==> config.mk <==
export PLATFORM = sky130hd
export DESIGN_NAME = hls_exec_perf_monitor
export DESIGN_NICKNAME = d
export VERILOG_FILES = /design/src/rtl/hls_exec_perf_monitor.sv
export SDC_FILE = /design/constraint.sdc
export NUM_CORES = 1
export LEC_CHECK = 0
export BUFFER_PORTS_ARGS = -buffer_cell sky130_fd_sc_hd__buf_2
export CAP_MARGIN = 20
export CORE_MARGIN = 4
export CORE_UTILIZATION = 60
export DETAILED_ROUTE_END_ITERATION = 6
export GPL_ROUTABILITY_DRIVEN = 0
export PLACE_DENSITY = 0.85
export SETUP_SLACK_MARGIN = 0.3
export SLEW_MARGIN = 0
export SYNTH_ARGS = -nofsm -noshare
export SYNTH_HDL_FRONTEND = slang
export SYNTH_SLANG_ARGS = --single-unit
==> constraint.sdc <==
create_clock -name clock -period 22.3 [get_ports clock]
set_input_delay 4.46 -clock clock [delete_from_list [all_inputs] [get_ports clock]]
set_output_delay 4.46 -clock clock [all_outputs]
set_load 0.02 [all_outputs]
==> src/rtl/hls_exec_perf_monitor.sv <==
// hls_exec_perf_monitor
// Passive performance monitor for one HLS ap_ctrl_hs module and one pipelined
// loop. It only observes handshake and loop FSM/pipeline signals and drives
// nothing back into the design under observation.
//
// Counters:
//   - module transactions and their latency (last and maximum)
//   - loop runs, the duration of the last run, iterations started and ended
//   - stall cycles (blocked first stage while a loop run is in progress)
// All counters saturate at 2**CNT_W-1. Once 'finish' is seen, every counter
// and busy flag freezes until reset.
//
// Parameters:
//   STATE_W  width of the loop FSM state vectors
//   CNT_W    width of every counter output
//
// Ports:
//   clock, reset (asynchronous, active-high), finish
//   ap_start/ap_ready/ap_done/ap_continue          module handshake
//   cur_state, iter_start_state, iter_end_state, quit_state   loop FSM
//   iter_start_/iter_end_/quit_ block and enable   pipeline qualifiers
//   loop_start/loop_ready/loop_done/loop_continue  loop block handshake
//   quit_at_end                                    quit requires an iteration end
//   mod_busy, mod_txn_count, mod_last_lat, mod_max_lat        module statistics
//   loop_busy, loop_run_count, iter_start_count, iter_end_count,
//   loop_last_cycles, stall_cycles, frozen                    loop statistics
//
// Build option:
//   HLS_MON_STALL_COUNT_EN  when defined, stall_cycles counts cycles with
//                           loop_busy, cur_state==iter_start_state and
//                           iter_start_block high. Otherwise it is tied to 0.

module hls_exec_perf_monitor #(
  parameter int STATE_W = 1,
  parameter int CNT_W   = 32
) (
  input  logic               clock,
  input  logic               reset,
  input  logic               finish,
  input  logic               ap_start,
  input  logic               ap_ready,
  input  logic               ap_done,
  input  logic               ap_continue,
  input  logic [STATE_W-1:0] cur_state,
  input  logic [STATE_W-1:0] iter_start_state,
  input  logic [STATE_W-1:0] iter_end_state,
  input  logic [STATE_W-1:0] quit_state,
  input  logic               iter_start_block,
  input  logic               iter_end_block,
  input  logic               quit_block,
  input  logic               iter_start_enable,
  input  logic               iter_end_enable,
  input  logic               quit_enable,
  input  logic               loop_start,
  input  logic               loop_ready,
  input  logic               loop_done,
  input  logic               loop_continue,
  input  logic               quit_at_end,
  output logic               mod_busy,
  output logic [CNT_W-1:0]   mod_txn_count,
  output logic [CNT_W-1:0]   mod_last_lat,
  output logic [CNT_W-1:0]   mod_max_lat,
  output logic               loop_busy,
  output logic [CNT_W-1:0]   loop_run_count,
  output logic [CNT_W-1:0]   iter_start_count,
  output logic [CNT_W-1:0]   iter_end_count,
  output logic [CNT_W-1:0]   loop_last_cycles,
  output logic [CNT_W-1:0]   stall_cycles,
  output logic               frozen
);

  localparam logic [CNT_W-1:0] CNT_MAX = '1;
  localparam logic [CNT_W-1:0] CNT_ONE = {{(CNT_W-1){1'b0}}, 1'b1};

  function automatic logic [CNT_W-1:0] sat_inc(input logic [CNT_W-1:0] v);
    return (v == CNT_MAX) ? v : (v + CNT_ONE);
  endfunction

  logic             accept, complete, mod_end;
  logic             iter_start_ev, iter_end_ev, quit_ev, loop_end;
  logic [CNT_W-1:0] mod_lat;       // cycles of the open transaction so far
  logic [CNT_W-1:0] loop_cyc;      // cycles of the open loop run so far
  logic [CNT_W-1:0] mod_lat_fin;
  logic [CNT_W-1:0] loop_cyc_fin;
  logic             quit_seen;     // loop has passed its exit test this run

  assign accept   = ap_start & ap_ready;
  assign complete = ap_done & ap_continue;
  // A completion only closes a transaction that is open or opens this cycle.
  assign mod_end  = complete & (mod_busy | accept);

  assign iter_start_ev = (cur_state == iter_start_state) & ~iter_start_block & iter_start_enable;
  assign iter_end_ev   = (cur_state == iter_end_state) & ~iter_end_block & iter_end_enable;
  assign quit_ev       = (cur_state == quit_state) & ~quit_block & quit_enable &
                         (~quit_at_end | iter_end_ev);
  assign loop_end      = loop_done & loop_continue & (loop_busy | loop_start);

  // The running counters are 0 while idle, so the +1 for the closing cycle
  // also yields 1 for a transaction/run that opens and closes in one cycle.
  assign mod_lat_fin  = sat_inc(mod_lat);
  assign loop_cyc_fin = sat_inc(loop_cyc);

  always_ff @(posedge clock or posedge reset) begin
    if (reset) begin
      frozen           <= 1'b0;
      mod_busy         <= 1'b0;
      mod_lat          <= '0;
      mod_txn_count    <= '0;
      mod_last_lat     <= '0;
      mod_max_lat      <= '0;
      loop_busy        <= 1'b0;
      loop_cyc         <= '0;
      loop_run_count   <= '0;
      loop_last_cycles <= '0;
      iter_start_count <= '0;
      iter_end_count   <= '0;
      quit_seen        <= 1'b0;
    end else begin
      if (finish) frozen <= 1'b1;
      // Events in the finish cycle still count; freezing starts next cycle.
      if (!frozen) begin
        if (mod_end) begin
          mod_txn_count <= sat_inc(mod_txn_count);
          mod_last_lat  <= mod_lat_fin;
          if (mod_lat_fin > mod_max_lat) mod_max_lat <= mod_lat_fin;
          // Back-to-back: a new accept in the completing cycle opens the next one.
          mod_busy      <= mod_busy & accept;
          mod_lat       <= (mod_busy & accept) ? CNT_ONE : '0;
        end else if (accept && !mod_busy) begin
          mod_busy <= 1'b1;
          mod_lat  <= CNT_ONE;
        end else if (mod_busy) begin
          mod_lat <= sat_inc(mod_lat);
        end

        if (loop_end) begin
          loop_run_count   <= sat_inc(loop_run_count);
          loop_last_cycles <= loop_cyc_fin;
          loop_busy        <= 1'b0;
          loop_cyc         <= '0;
          quit_seen        <= 1'b0;
        end else begin
          if (loop_start && !loop_busy) begin
            loop_busy <= 1'b1;
            loop_cyc  <= CNT_ONE;
          end else if (loop_busy) begin
            loop_cyc <= sat_inc(loop_cyc);
          end
          // Iteration ends after the quit keep counting while the pipeline drains.
          if (quit_ev) quit_seen <= 1'b1;
        end

        if (iter_start_ev) iter_start_count <= sat_inc(iter_start_count);
        if (iter_end_ev)   iter_end_count   <= sat_inc(iter_end_count);
      end
    end
  end

`ifdef HLS_MON_STALL_COUNT_EN
  logic [CNT_W-1:0] stall_q;

  always_ff @(posedge clock or posedge reset) begin
    if (reset) begin
      stall_q <= '0;
    end else if (loop_busy && (cur_state == iter_start_state) && iter_start_block && !frozen) begin
      stall_q <= sat_inc(stall_q);
    end
  end

  assign stall_cycles = stall_q;
`else
  assign stall_cycles = '0;
`endif

endmodule

Word-level counts from Yosys, hierarchy flattened
Cells that the tools add are included.
{"block": "word_totals", "reg_bits": 291, "input_bits": 22, "output_inout_bits": 259, "word_cells": 78}
{"block": "classes", "addsub": 6, "n_lt_le_gt_ge": 1, "n_eq_ne": 8, "mux": 13, "bitwise": 19, "n_reduce_logical": 19}
{"op": "$mux 32", "count": 8}
{"op": "$add 32x1->32 const B", "count": 6}
{"op": "$eq 32x32->1 const B", "count": 6}
{"op": "$gt 32x32->1", "count": 1}
{"op": "$reduce_and 3->1", "count": 5}
{"op": "$reduce_and 2->1", "count": 6}
{"op": "$and 1x1->1", "count": 10}
{"op": "$not 1->1", "count": 7}
{"op": "$reduce_bool 3->1", "count": 2}
{"op": "$mux 1", "count": 5}
{"op": "$reduce_bool 2->1", "count": 2}
{"op": "$eq 1x1->1", "count": 2}
{"op": "$logic_and 1x1->1", "count": 2}
{"op": "$logic_not 1->1", "count": 2}
{"op": "$or 1x1->1", "count": 2}

Longest topological paths before layout
{"block": "depth", "depth_word": 5, "depth_mapped": 15, "ltp_nobuf": 13}

Least setup slack after synthesis
Ideal clock, no wire load.
{"block": "synth_timing", "path_kind": "input port to flip-flop", "from": "input iter_end_block", "to": "register iter_end_count[29]", "setup_ns": 0.131, "t_arrival_ns": 6.074, "required_ns": 22.169, "path_slack_ns": 16.095, "cell_stages": 6, "n_path_buf": 0, "cell_sequence": "or3b_2 -> nor4_2 -> nand2_1 -> nor3_1 -> nand4_1 -> xnor2_1"}
{"block": "synth_via", "elab_chain_len": 4}
{"item": "start: declaration", "line": "49", "source": "input logic iter_end_block,"}
{"item": "$not 1->1", "line": "93", "source": "assign iter_end_ev = (cur_state == iter_end_state) & ~iter_end_block & iter_end_enable;"}
{"item": "$and 1x1->1 (2 in series)", "line": "93"}
{"item": "$reduce_and 3->1 (no source line)"}
{"item": "end signal: assignment", "line": "154", "source": "if (iter_end_ev) iter_end_count <= sat_inc(iter_end_count);"}
{"item": "end: declaration", "line": "66", "source": "output logic [CNT_W-1:0] iter_end_count,"}
Every way passes these cells.
A chain may end at the register's enable or synchronous reset.

Worst setup path after layout
{"block": "layout_timing", "from": "input ap_ready", "to": "register mod_max_lat[26]"}
{"block": "layout_via", "elab_chain_len": 4}
{"item": "start: declaration", "line": "41", "source": "input logic ap_ready,"}
{"item": "$and 1x1->1", "line": "87", "source": "assign accept = ap_start & ap_ready;"}
{"item": "$or 1x1->1", "line": "90", "source": "assign mod_end = complete & (mod_busy | accept);"}
{"item": "$and 1x1->1", "line": "90"}
{"item": "$reduce_and 3->1 (no source line)"}
{"item": "end signal: assignment", "line": "125", "source": "if (mod_lat_fin > mod_max_lat) mod_max_lat <= mod_lat_fin;"}
{"item": "end: declaration", "line": "62", "source": "output logic [CNT_W-1:0] mod_max_lat,"}
Every way passes these cells.

==> results list <==
- After synthesis, the share of flip-flops with an asynchronous set or reset is 100.0%.
- Min cycle time layout: 6.796 ns
- The die covers ~28,000 µm².
- STA puts the critical path data required time at between 20 and 25 ns.
* Die span in x: between 150 and 200 µm
- The path with the worst hold slack has its endpoint at mod_last_lat[17].
- Beginning of the worst register-to-register path: mod_lat[0]
* Maxcap violations: 0
* Number of buffers inserted during clock tree synthesis: 31
* Endpoint of the worst-slack reg-to-reg timing path: mod_max_lat[26]
- Clock-pin slew was measured on the worst setup and hold paths at 0.06 ns.
- TritonCTS built the clock tree.
- Std-Cell Core Area: 25,040 µm²
- The run finished with clean final reports.
* Buffer depth of the longest clock path: 3
* Die Ht: 167.2 µm
- Highest ir drop seen on vdd: 0.00006285 V
* Count of clock tree sinks: 291
- Summing all placed instances gives a cell area of 16,640 µm².
* Kind of end point of the critical path: register
- Pin count of the biggest net entering global routing: around 120
- Static power due to leakage: 8.810 nW
- The worst setup path is of the primary input to register kind.
* Fraction of the core area covered by cells at the end of the flow: 70.43%
* Slew at the pin closest to its max-slew limit: around 1.1 ns
- Row generation in the floorplan step produced 58 rows.
* Final setup violating endpoints: 0
- Nature of the critical path startpoint: primary input
- In the synthesized netlist the dominant register cell turns out to be dfrtp_1.
- The completed layout was analyzed and its total power is between 1 and 1.5 mW.
* Worst-case setup margin in the final layout: 15.50 ns
* Power density over the cells: 62.34 nW/µm²
- The detailed router finished its first iteration with 1,051 violations.
- After detailed routing, the number of remaining DRC violations is 0.
* Number of iterations in the first detailed-routing pass: 5
* Quantity of hold-fixing buffers added after cts: 0
- In the final timing run, aggregate negative setup slack is 0 ns.
- Worst slack at placement: ~15 ns
- The first global-routing pass estimated 63,160 µm of wire.
- Synthesized area: 15,210 µm²
- In this run, post-CTS repair resized a total of 0 instances.
- After detailed routing, the total wire length is between 30,000 and 40,000 µm.
- Measured against its own limit, the worst slew margin works out to 28.01%.
* Post-layout nets: ~1.8k
- The via count of the first global-routing pass was 12.47k.
* Number of synthesized flops with an enable pin: 0
- WP data arrival: 7.23 ns
- Clock latency on the worst-skew pair, taken at its later pin, is 0.55 ns.
* Register area share after synthesis: 47.87%
- Setup repair after global routing missed its margin: false
- The tightest min-delay check is of the register to register type.
- Post-CTS setup buffer count: 0
- In the final routed layout, each cell accounts on average for 17.71 µm.
- Clock skew on the completed layout was measured at 0.01434 ns.
- CTS H-Tree Depth: 1
- Fin. Hold Viols: 0
- The setup check on the worst reg-to-reg path leaves a slack of 17.02 ns.
- Static timing analysis puts the maximum clock frequency at approximately 150 MHz.
* Routed vias: 12.40k
* Peak fanout along the critical path: 24
- Once the floorplan was initialized, standard cells occupied 60.76% of the core.
- The synthesized design contains 291 register bits.
- After detailed routing, the number of vias per cell comes to 5.830.
* Initial antenna violation count: 0
* Diode insertion count for antenna repair: 0
- Cell depth of the worst min-delay path: 2
* Number of buffers inserted by port buffering: 243
* Tot GR Track Use: 26.61%
* Per-instance average area after synthesis: 9.904 µm²
- The tree is rooted in a clkbuf_16.
- The worst hold path begins at mod_last_lat[17].
* Summed area of non-filler cells in the final layout: about 18,000 µm²
- For the worst flop-to-flop path, the logic depth is 14.
- Placed wire-length estimate after detailed placement: between 20,000 and 30,000 µm
- Post-route ant nets: 0
- Remaining global-route overflow: 0
- Post-synthesis cell count: 1,536
- Cells with a size suffix above 1 make up 21.98% of the layout.
- Area growth syn-to-layout: 15.92%
* Final cycle utilization of the critical path: 30.47%
- The number of slew-limit violations in the final report is 0.
- Pin placement for this block handled between 200 and 300 I/O pins.
- The synthesized netlist contains 73 unique library cells.
- Warnings, synthesis: 0
-- metrics by stage --
stage | instances | hold slack [ns]
finish | 2127 | 0.4712
global route | 2127 | 0.5013
CTS | 2127 | 0.4781
detailed placement | 2070 | 0.4631
global placement | 2070 | 0.4563
floorplan | 1567 | 0.5006
-- cell usage in the layout (no fill, tap or decap), drive strengths merged, types with 5 or more instances in the layout --
| master | n |
|---|---|
| or2 | 5 |
| xor2 | 87 |
| a22o | 10 |
| mux2i | 6 |
| dfrtp | 291 |
| a31oi | 21 |
| mux2 | 58 |
| nand3 | 84 |
| and2 | 15 |
| nand4 | 53 |
| a21o | 12 |
| conb | 32 |
| a2111oi | 6 |
| nand2 | 184 |
| and4 | 19 |
| or3 | 6 |
| ha | 38 |
| inv | 69 |
| clkbuf | 54 |
| xnor2 | 97 |
| and3 | 32 |
| o21ai | 90 |
| nor3b | 5 |
| buf | 255 |
| nor3 | 47 |
| nor4 | 22 |
| a21oi | 43 |
| o31ai | 14 |
| nor2 | 93 |
-- how the worst max path moves through the flow --
stage / from / end
3_3_place_gp: ap_start / mod_max_lat[13]
2_1_floorplan: reset / frozen
5_1_grt: ap_ready / mod_max_lat[10]
4_1_cts: ap_ready / mod_max_lat[26]
6_report: ap_ready / mod_max_lat[26]
3_5_place_dp: ap_ready / mod_max_lat[26]
-- layout make-up --
type                       count  area [µm²]
fill                        1844        7402
multi-input combinational   1125        7377
sequential                   291        7282
clock inverter                 3       17.52
tap                          330       412.9
inverter                      69       266.5
clock buffer                  54       972.2
timing repair buffer         255        1306
-- cells in the mapped netlist (3+ instances only) --
master | count | area [µm²]
or2_2 | 5 | 31.28
nor3_1 | 47 | 235.2
nand2_1 | 182 | 683.2
mux2i_1 | 6 | 60.06
a2111oi_4 | 3 | 82.58
and4_1 | 19 | 166.4
a21oi_1 | 41 | 205.2
o21ai_0 | 89 | 445.4
ha_1 | 38 | 475.5
nor2_1 | 93 | 349.1
xor2_1 | 86 | 753.2
buf_2 | 8 | 40.04
o22ai_1 | 4 | 25.02
dfrtp_1 | 291 | 7282
nor3b_1 | 5 | 37.54
nand4_1 | 52 | 325.3
or4_1 | 3 | 22.52
xnor2_1 | 95 | 832.1
mux2_2 | 57 | 641.9
nand3_1 | 83 | 415.4
o41ai_1 | 3 | 26.28
a211oi_1 | 4 | 30.03
nand3b_1 | 3 | 22.52
and3_1 | 31 | 193.9
o211ai_1 | 3 | 22.52
o31ai_1 | 14 | 105.1
nor4_1 | 16 | 100.1
and2_1 | 13 | 81.33
a31oi_1 | 21 | 131.4
clkbuf_1 | 38 | 142.6
buf_4 | 32 | 240.2
or3_1 | 5 | 31.28
nor4b_1 | 3 | 26.28
inv_1 | 69 | 259.0
nor4_2 | 4 | 50.05
a22o_1 | 10 | 87.58
a21o_1 | 12 | 90.09
-- report_power, final --
group / total [mW] / leakage [nW] / internal (mW) / switching [mW]
sequential: 0.545 / 3.94 / 0.536 / 0.00868
combinational: 0.0585 / 4.39 / 0.0174 / 0.0411
clock: 0.496 / 0.483 / 0.292 / 0.204
total: 1.10 / 8.81 / 0.846 / 0.254
-- sequential cells by signal, indices dropped and copies added (netlist names) --
register,cells
loop_busy,1
loop_run_count,32
loop_cyc,32
loop_last_cycles,32
frozen,1
mod_lat,32
mod_txn_count,32
mod_max_lat,32
iter_end_count,32
mod_busy,1
iter_start_count,32
mod_last_lat,32
-- worst max-delay path: stages --
cell     delay [ns]
buf_2          0.10
a21oi_1        0.12
nor2_1         0.69
nand2_1        0.60
nor2_1         0.35
a31oi_4        0.21
buf_4          0.34
mux2_2         0.32
-- cells by family after synthesis --
| family | count (synthesis) | synth area share (%) |
|---|---|---|
| adders and majority gates | 38 | 3.126 |
| DFF | 291 | 47.87 |
| xor gates and xnor gates | 184 | 10.74 |
| AOI/OAI and AO/OA | 225 | 9.500 |
| other | 1 | 0.02465 |
| muxes | 64 | 4.688 |
| and+or+nand+nor | 582 | 19.45 |
| buffers and inverters | 151 | 4.598 |
-- metal layers --
metal	part of all wire, %	global-route usage [%]	vias to the layer above
li1	-	-	5806
met1	42	35.83	6089
met2	48	44.59	436
met3	7.7	5.524	70
met4	2.4	6.810	0
met5	0	0	-
Power figures use the tool's default switching activity.
